`config.mk`:
```
export PLATFORM = sky130hd
export DESIGN_NAME = cp0_intr_ctrl
export DESIGN_NICKNAME = d
export VERILOG_FILES = /design/src/rtl/cp0_intr_ctrl_pkg.sv /design/src/rtl/cp0_intr_ctrl_sync.sv /design/src/rtl/cp0_intr_ctrl.sv
export SDC_FILE = /design/constraint.sdc
export NUM_CORES = 1
export LEC_CHECK = 0
export CAP_MARGIN = 20
export CORE_MARGIN = 2
export CORE_UTILIZATION = 40
export DETAILED_ROUTE_END_ITERATION = 16
export PLACE_DENSITY = 0.79
export SETUP_SLACK_MARGIN = 0.02
export SLEW_MARGIN = 20
export SYNTH_ARGS = -nofsm -noshare
export SYNTH_HDL_FRONTEND = slang
export SYNTH_SLANG_ARGS = --single-unit
```
`constraint.sdc`:
```
create_clock -name clk -period 2.45 [get_ports clk]
set_clock_uncertainty 0.05 [all_clocks]
set_input_delay 0.49 -clock clk [delete_from_list [all_inputs] [get_ports clk]]
set_output_delay 0.49 -clock clk [all_outputs]
set_load 0.02 [all_outputs]
```
`src/rtl/cp0_intr_ctrl_pkg.sv`:
```
// -----------------------------------------------------------------------------
// cp0_intr_ctrl_pkg
//
// Shared definitions for the CP0 Status/Cause/Count/Compare block:
//   - mtc0/mfc0 addresses ({reg[4:0], sel[2:0]}) of the four registers
//   - bit positions of the architectural fields inside Status and Cause
//   - reset values of the four registers
//   - an address decoder that turns a CP0 address into a register select
// -----------------------------------------------------------------------------
package cp0_intr_ctrl_pkg;

    // CP0 addresses, {reg, sel}: Status = 12/0, Cause = 13/0,
    // Count = 9/0, Compare = 11/0.
    localparam logic [7:0] cp0addrStatus  = 8'h60;
    localparam logic [7:0] cp0addrCause   = 8'h68;
    localparam logic [7:0] cp0addrCount   = 8'h48;
    localparam logic [7:0] cp0addrCompare = 8'h58;

    // Single-bit field positions.
    localparam int bitIE  = 0;
    localparam int bitEXL = 1;
    localparam int bitBev = 22;
    localparam int bitTI  = 30;
    localparam int bitBD  = 31;

    // Low bit of the multi-bit fields. IM and IP are both 8 bits wide and
    // line up bit for bit, which is what the interrupt mask relies on.
    localparam int imLo      = 8;
    localparam int ipLo      = 8;
    localparam int swIpWidth = 2;
    localparam int excCodeLo = 2;

    // Reset values. Only Bev is set out of reset (boot exception vectors).
    localparam logic [31:0] statusIni  = 32'h0040_0000;
    localparam logic [31:0] causeIni   = 32'h0000_0000;
    localparam logic [31:0] countIni   = 32'h0000_0000;
    localparam logic [31:0] compareIni = 32'h0000_0000;

    // Which register an mtc0 targets. REG_NONE covers unmapped addresses,
    // which must leave every register untouched.
    typedef enum logic [2:0] {
        REG_NONE,
        REG_STATUS,
        REG_CAUSE,
        REG_COUNT,
        REG_COMPARE
    } cp0Reg_e;

    function automatic cp0Reg_e cp0Decode(input logic [7:0] addr);
        cp0Reg_e sel;
        case (addr)
            cp0addrStatus:  sel = REG_STATUS;
            cp0addrCause:   sel = REG_CAUSE;
            cp0addrCount:   sel = REG_COUNT;
            cp0addrCompare: sel = REG_COMPARE;
            default:        sel = REG_NONE;
        endcase
        return sel;
    endfunction

endpackage

```
`src/rtl/cp0_intr_ctrl_sync.sv`:
```
// -----------------------------------------------------------------------------
// cp0_int_sync
//
// Multi-stage synchroniser for asynchronous level interrupt lines. Each line
// gets its own chain of STAGES flops; everything is cleared by the async reset
// so no stale interrupt survives a reset.
//
// Ports:
//   clk      in   clock
//   rst_n    in   asynchronous active-low reset
//   async_i  in   WIDTH raw asynchronous lines
//   sync_o   out  WIDTH synchronised lines (output of the last stage)
// -----------------------------------------------------------------------------
module cp0_int_sync #(
    parameter int WIDTH  = 1,
    parameter int STAGES = 2
) (
    input  logic             clk,
    input  logic             rst_n,
    input  logic [WIDTH-1:0] async_i,
    output logic [WIDTH-1:0] sync_o
);

    logic [STAGES-1:0][WIDTH-1:0] chain_q;

    // Stage 0 samples the raw lines; each later stage copies the one before
    // it, so a level change reaches sync_o after STAGES clock edges.
    always_ff @(posedge clk or negedge rst_n) begin
        if (!rst_n) begin
            chain_q <= '0;
        end else begin
            chain_q[0] <= async_i;
            for (int s = 1; s < STAGES; s++) begin
                chain_q[s] <= chain_q[s-1];
            end
        end
    end

    assign sync_o = chain_q[STAGES-1];

endmodule

```
`src/rtl/cp0_intr_ctrl.sv`:
```
// -----------------------------------------------------------------------------
// cp0_intr_ctrl
//
// CP0 Status, Cause, Count and Compare in one block, plus interrupt request
// generation for the exception stage.
//
// Parameters:
//   HW_INT_NUM   number of external interrupt lines (1..6), line i -> IP[2+i]
//   COUNT_DIV    Count increments once every COUNT_DIV cycles (1..16)
//   SYNC_STAGES  synchroniser depth on each ext_int line (1..3)
//
// Ports:
//   clk, rst_n        clock, asynchronous active-low reset
//   mtc0_we           CP0 write strobe
//   cp0_addr          {reg[4:0], sel[2:0]} of the register being written
//   mtc0_data         write data
//   exception         exception commit (one cycle), qualifies exc_code/exc_bd
//   exc_code          ExcCode of the committing exception
//   exc_bd            faulting instruction sits in a branch delay slot
//   eret_op           ERET commit (one cycle)
//   ext_int           asynchronous level interrupt lines
//   cp0_*_data        read values of Status, Cause, Count, Compare
//   int_req           registered interrupt request
//
// Every output comes straight from flops (or ORs of flops), so there is no
// combinational path from any input to any output.
// -----------------------------------------------------------------------------
module cp0_intr_ctrl
    import cp0_intr_ctrl_pkg::*;
#(
    parameter int HW_INT_NUM  = 6,
    parameter int COUNT_DIV   = 2,
    parameter int SYNC_STAGES = 2
) (
    input  logic                  clk,
    input  logic                  rst_n,
    input  logic                  mtc0_we,
    input  logic [7:0]            cp0_addr,
    input  logic [31:0]           mtc0_data,
    input  logic                  exception,
    input  logic [4:0]            exc_code,
    input  logic                  exc_bd,
    input  logic                  eret_op,
    input  logic [HW_INT_NUM-1:0] ext_int,
    output logic [31:0]           cp0_Status_data,
    output logic [31:0]           cp0_Cause_data,
    output logic [31:0]           cp0_Count_data,
    output logic [31:0]           cp0_Compare_data,
    output logic                  int_req
);

    localparam int PRESC_W = (COUNT_DIV > 1) ? $clog2(COUNT_DIV) : 1;
    localparam logic [PRESC_W-1:0] PRESC_MAX = PRESC_W'(COUNT_DIV - 1);

    // Architectural state. Bev is a constant and the hardware IP bits are
    // rebuilt from the synchronisers and TI, so neither needs its own flop.
    logic [7:0]           im_q,      im_d;
    logic                 exl_q,     exl_d;
    logic                 ie_q,      ie_d;
    logic                 bd_q,      bd_d;
    logic                 ti_q,      ti_d;
    logic [swIpWidth-1:0] swIp_q,    swIp_d;
    logic [4:0]           excCode_q, excCode_d;
    logic [31:0]          count_q,   count_d;
    logic [31:0]          compare_q, compare_d;
    logic [PRESC_W-1:0]   presc_q,   presc_d;
    logic                 intReq_q,  intReq_d;

    logic [HW_INT_NUM-1:0] extSync;
    logic [7:0]            ip;
    cp0Reg_e               wrSel;
    logic                  tick;
    logic [31:0]           countInc;

    cp0_int_sync #(
        .WIDTH  (HW_INT_NUM),
        .STAGES (SYNC_STAGES)
    ) u_extSync (
        .clk     (clk),
        .rst_n   (rst_n),
        .async_i (ext_int),
        .sync_o  (extSync)
    );

    assign wrSel    = mtc0_we ? cp0Decode(cp0_addr) : REG_NONE;
    assign tick     = (presc_q == PRESC_MAX);
    assign countInc = count_q + 32'd1;

    // Assemble Cause.IP: software bits from their flops, one hardware bit per
    // synchronised line starting at IP[2], and the timer interrupt folded
    // into IP[7] alongside the sixth external line when there is one.
    always_comb begin
        ip = '0;
        ip[swIpWidth-1:0] = swIp_q;
        for (int i = 0; i < HW_INT_NUM; i++) begin
            ip[2+i] = extSync[i];
        end
        ip[7] = ip[7] | ti_q;
    end

    // Next-state logic for all registers.
    // EXL ordering: an exception commit beats ERET, which beats an mtc0.
    // BD only latches on an exception taken with EXL clear, so a nested
    // exception keeps the delay-slot flag of the original one.
    // Timer: an mtc0 to Count reloads it and restarts the prescaler, which
    // suppresses that cycle's increment and therefore any match. An mtc0 to
    // Compare clears TI and beats a match on the same tick.
    // The interrupt request is sampled from the present register values so
    // that it lags any state change by exactly one cycle.
    always_comb begin
        im_d      = im_q;
        exl_d     = exl_q;
        ie_d      = ie_q;
        bd_d      = bd_q;
        ti_d      = ti_q;
        swIp_d    = swIp_q;
        excCode_d = excCode_q;
        count_d   = count_q;
        compare_d = compare_q;
        presc_d   = presc_q;

        if (wrSel == REG_STATUS) begin
            im_d = mtc0_data[imLo +: 8];
            ie_d = mtc0_data[bitIE];
        end

        if (exception) begin
            exl_d = 1'b1;
        end else if (eret_op) begin
            exl_d = 1'b0;
        end else if (wrSel == REG_STATUS) begin
            exl_d = mtc0_data[bitEXL];
        end

        if (exception) begin
            excCode_d = exc_code;
            if (!exl_q) begin
                bd_d = exc_bd;
            end
        end

        if (wrSel == REG_CAUSE) begin
            swIp_d = mtc0_data[ipLo +: swIpWidth];
        end

        if (wrSel == REG_COUNT) begin
            count_d = mtc0_data;
            presc_d = '0;
        end else if (tick) begin
            count_d = countInc;
            presc_d = '0;
        end else begin
            presc_d = presc_q + 1'b1;
        end

        if (wrSel == REG_COMPARE) begin
            compare_d = mtc0_data;
            ti_d      = 1'b0;
        end else if ((wrSel != REG_COUNT) && tick && (countInc == compare_q)) begin
            ti_d = 1'b1;
        end

        intReq_d = ie_q & ~exl_q & (|(ip & im_q));
    end

    // State registers. Reset clears everything asynchronously, including
    // a pending interrupt request.
    always_ff @(posedge clk or negedge rst_n) begin
        if (!rst_n) begin
            im_q      <= statusIni[imLo +: 8];
            exl_q     <= statusIni[bitEXL];
            ie_q      <= statusIni[bitIE];
            bd_q      <= causeIni[bitBD];
            ti_q      <= causeIni[bitTI];
            swIp_q    <= causeIni[ipLo +: swIpWidth];
            excCode_q <= causeIni[excCodeLo +: 5];
            count_q   <= countIni;
            compare_q <= compareIni;
            presc_q   <= '0;
            intReq_q  <= 1'b0;
        end else begin
            im_q      <= im_d;
            exl_q     <= exl_d;
            ie_q      <= ie_d;
            bd_q      <= bd_d;
            ti_q      <= ti_d;
            swIp_q    <= swIp_d;
            excCode_q <= excCode_d;
            count_q   <= count_d;
            compare_q <= compare_d;
            presc_q   <= presc_d;
            intReq_q  <= intReq_d;
        end
    end

    // Read values: unimplemented bits read as zero, Bev reads as one.
    always_comb begin
        cp0_Status_data                 = '0;
        cp0_Status_data[bitBev]         = 1'b1;
        cp0_Status_data[imLo +: 8]      = im_q;
        cp0_Status_data[bitEXL]         = exl_q;
        cp0_Status_data[bitIE]          = ie_q;

        cp0_Cause_data                  = '0;
        cp0_Cause_data[bitBD]           = bd_q;
        cp0_Cause_data[bitTI]           = ti_q;
        cp0_Cause_data[ipLo +: 8]       = ip;
        cp0_Cause_data[excCodeLo +: 5]  = excCode_q;
    end

    assign cp0_Count_data   = count_q;
    assign cp0_Compare_data = compare_q;
    assign int_req          = intReq_q;

endmodule

```
==> metrics.md <==
| Metric | Value |
|---|---|
| EDFF count, synth | 0 |
| Post-route DRC | 0 |
| CTS tree | built |
| Post-synthesis cell area | 5530 sq um |
| Fin area | 7650 sq um |
| Final WS setup | 0.125 ns |
| Xor/xnor cell area share of the yosys netlist | 0.122 |
| Initial Util | 0.414 |
| Critical path arrival | ~2.5 ns |
| Main synth FF type | dfrtp_1 |
| CP Capture Type | register |
| Root Buffer | clkbuf_16 |
| Total negative slack | 0 ns |
| Yosys warns | 0 |
| Die X | 122 um |
| CTS Buf Count | 9 |
| Crit-path max FO | 5 |
| Final #Nets | 765 |
| Peak supply drop | 407 uV |
| CTS hold repair buffers | 0 |
| Post-Route WL | 15.5 mm |
| Detail Route Antenna Nets | 0 |
| Grt ovf | 0 |
| Lkg Pwr | 3.26 nW |
| Yosys reg bits | 97 |
| Post-synth top cells | 97 x dfrtp_1, 56 x nand2_1, 52 x buf_4, 49 x mux2_2, 40 x xnor2_1 |
| Core Area | 13300 sq um |
| Startpoint Class | register |
| Worst-Skew Late Latency | 0.36 ns |
| Post-Synth Adder-Cell Area | 0.00226 |
| # IOs | 186 |
| Area Growth Syn to Fin | 38.4% |
| Global-route wire length before repair | 24.8 mm |
| Site row count | between 40 and 50 |
| Simple-Gate Fraction of Synth Area | 0.166 |
| Post-route clock period utilization | 0.949 |
| Synth Instances | 535 |
| Final hold vios | 0 |
| Port Buffers | 146 |
| Mean Syn Cell Area | ~10 sq um |
| DRT iter0 DRCs | 276 |
| Seq/Total Area, Yosys | 0.439 |
| Clock sink total | 97 |
| H-tree levels | 3 |
| PwrDens | 647 nW/um^2 |
| Worst slack, placed | -0.110 ns |
| Async set or reset register ratio after synthesis | 1.00 |
| Layout cells sized above 1 | 0.198 |
| Slew Limit Fails | 0 |
| Hold_ws | 0.0227 ns |
| Fmax | around 430 MHz |
| Total track usage | 0.216 |
| Library cells used by synthesis | 58 |
| Fin cells | 888 |
| Complex-gate fraction of the synthesized area | 0.0706 |
| Largest family of logic cells by synthesized area | simple AND/OR/NAND/NOR gates |
| Final core utilization | 0.573 |
| HP Class | primary input to async pin |
| Routability-driven placement congestion ratio | 0.920 |
| Pwr Total | between 4 and 5 mW |
| DP HPWL | 12.0 mm |
| Largest cells by area after synthesis | dfrtp_1 44%, mux2_2 10%, buf_4 7.1%, xnor2_1 6.3%, xor2_1 5.9% |
| Drt pass-1 iters | 4 |
| Cell taking the most area after synthesis | dfrtp_1 |
| DR vias/cell | 5.13 |
| Wirelength per Cell | around 17 um |
| Placed cell count | 871 |
| Bufs on Longest Clock Path | 2 |
| Clk slew on worst S/H paths | 0.07 ns |
| Setup CP Type | register to register |
| Placed Area | between 7000 and 8000 sq um |
| CP required | 2.64 ns |
| Initial antenna violation count | 0 |
| Share of the synthesized area in the top cell type | 0.439 |
| Final Critical Period | 2.32 ns |
| Outcome | complete, no violations |
| Most common cell in the synthesized netlist | dfrtp_1 |
| Maxcap violations | 0 |
| Mux cell area share after synthesis | 0.105 |
| Largest net degree at the start of global routing | 36 |
| Worst R2R Setup Slack | ~0.13 ns |
| Vias in the first global route | 4761 |
| Die ar. | roughly 15000 sq um |
| Die Span Y | between 100 and 150 um |
| Routed vias | 4553 |
| Endpoints failing setup | 0 |
| Number of diodes | 0 |
## placed cells by master, fill, tap and decap left out, drive strengths merged, types with 3 or more instances in the layout
| cell type | n |
|---|---|
| or3 | 3 |
| or2 | 6 |
| mux2 | 49 |
| dfrtp | 97 |
| a2111oi | 3 |
| nor4b | 3 |
| nor3 | 7 |
| nand3b | 4 |
| buf | 55 |
| mux2i | 3 |
| clkbuf | 9 |
| clkdlybuf4s50 | 145 |
| conb | 39 |
| o21ai | 33 |
| and4 | 7 |
| and2 | 4 |
| nor2 | 18 |
| nand3 | 13 |
| inv | 11 |
| xor2 | 37 |
| nor2b | 3 |
| nand2 | 56 |
| o211ai | 4 |
| nand4 | 25 |
| xnor2 | 40 |
| nor4 | 8 |
## worst max-delay path: stages (launching register included)
cell	delay (ns)
dfrtp_1	0.38
ha_2	0.27
and4_1	0.25
nand3_1	0.21
nand4b_1	0.30
buf_4	0.19
nand4_1	0.10
o2111ai_1	0.12
o211ai_1	0.25
o21ai_1	0.10
## metal layers
layer | vias to the layer above | global-route usage | wire length, um
li1 | 2120 | - | -
met1 | 2234 | 0.274 | 6610
met2 | 184 | 0.359 | 7470
met3 | 15 | 0.0581 | 1220
met4 | 0 | 0.0726 | 197
met5 | - | 0 | 0
## sequential cells by signal, summed over array words and instances, names as in the netlist, 2 cells and up
| name | flops |
|---|---|
| im_q | 8 |
| cp0_Compare_data | 32 |
| excCode_q | 5 |
| swIp_q | 2 |
| cp0_Count_data | 32 |
| u_extSync.chain_q | 6 |
| u_extSync.sync_o | 6 |
## kinds of logic (layout without fill, tap and decap cells)
group / count (synthesis) / count (layout)
adders and majority gates: 1 / 1
and+or+nand+nor: 164 / 164
other: 2 / 39
xor gates and xnor gates: 77 / 77
buffers and inverters: 82 / 222
AOI/OAI and AO/OA: 60 / 60
DFF: 97 / 97
muxes: 52 / 52
## path summary, 6_finish.rpt
check,startpoint,depth (start not counted),to
max,cp0_Count_data[0]$_DFFE_PN0N_,9,ti_q$_DFFE_PN0P_
min,rst_n,1,excCode_q[3]$_DFFE_PN0P_
max reg2reg,cp0_Count_data[0]$_DFFE_PN0N_,9,ti_q$_DFFE_PN0P_
min reg2reg,u_extSync.chain_q[3]$_DFF_PN0_,0,u_extSync.sync_o[3]$_DFF_PN0_
max in group asynchronous,rst_n,2,cp0_Compare_data[26]$_DFFE_PN0P_
min in group clk,u_extSync.chain_q[3]$_DFF_PN0_,0,u_extSync.sync_o[3]$_DFF_PN0_
## repair_timing
| action | CTS | global route |
|---|---|---|
| gates resized for setup | 2 | 11 |
| endpoints found under the setup margin | 1 | 1 |
| pin swaps | 0 | 7 |
| setup buffers | 0 | 1 |
## layout make-up
type	instances	area, sq um
Fill cell	1164	5690
Multi-Input combinational cell	393	2780
Sequential cell	97	2430
Timing Repair Buffer	200	1910
Clock buffer	9	225
Tap cell	176	220
Clock inverter	7	67.6
Inverter	6	22.5
## report_power, final
| group | total (mW) | switching [mW] | internal, mW |
|---|---|---|---|
| Sequential | 1.90 | 0.147 | 1.75 |
| Clock | 1.41 | 0.690 | 0.718 |
| Combinational | 1.65 | 0.860 | 0.788 |
| Total | 4.96 | 1.70 | 3.26 |
No activity file was read; power rests on OpenSTA's default activity.
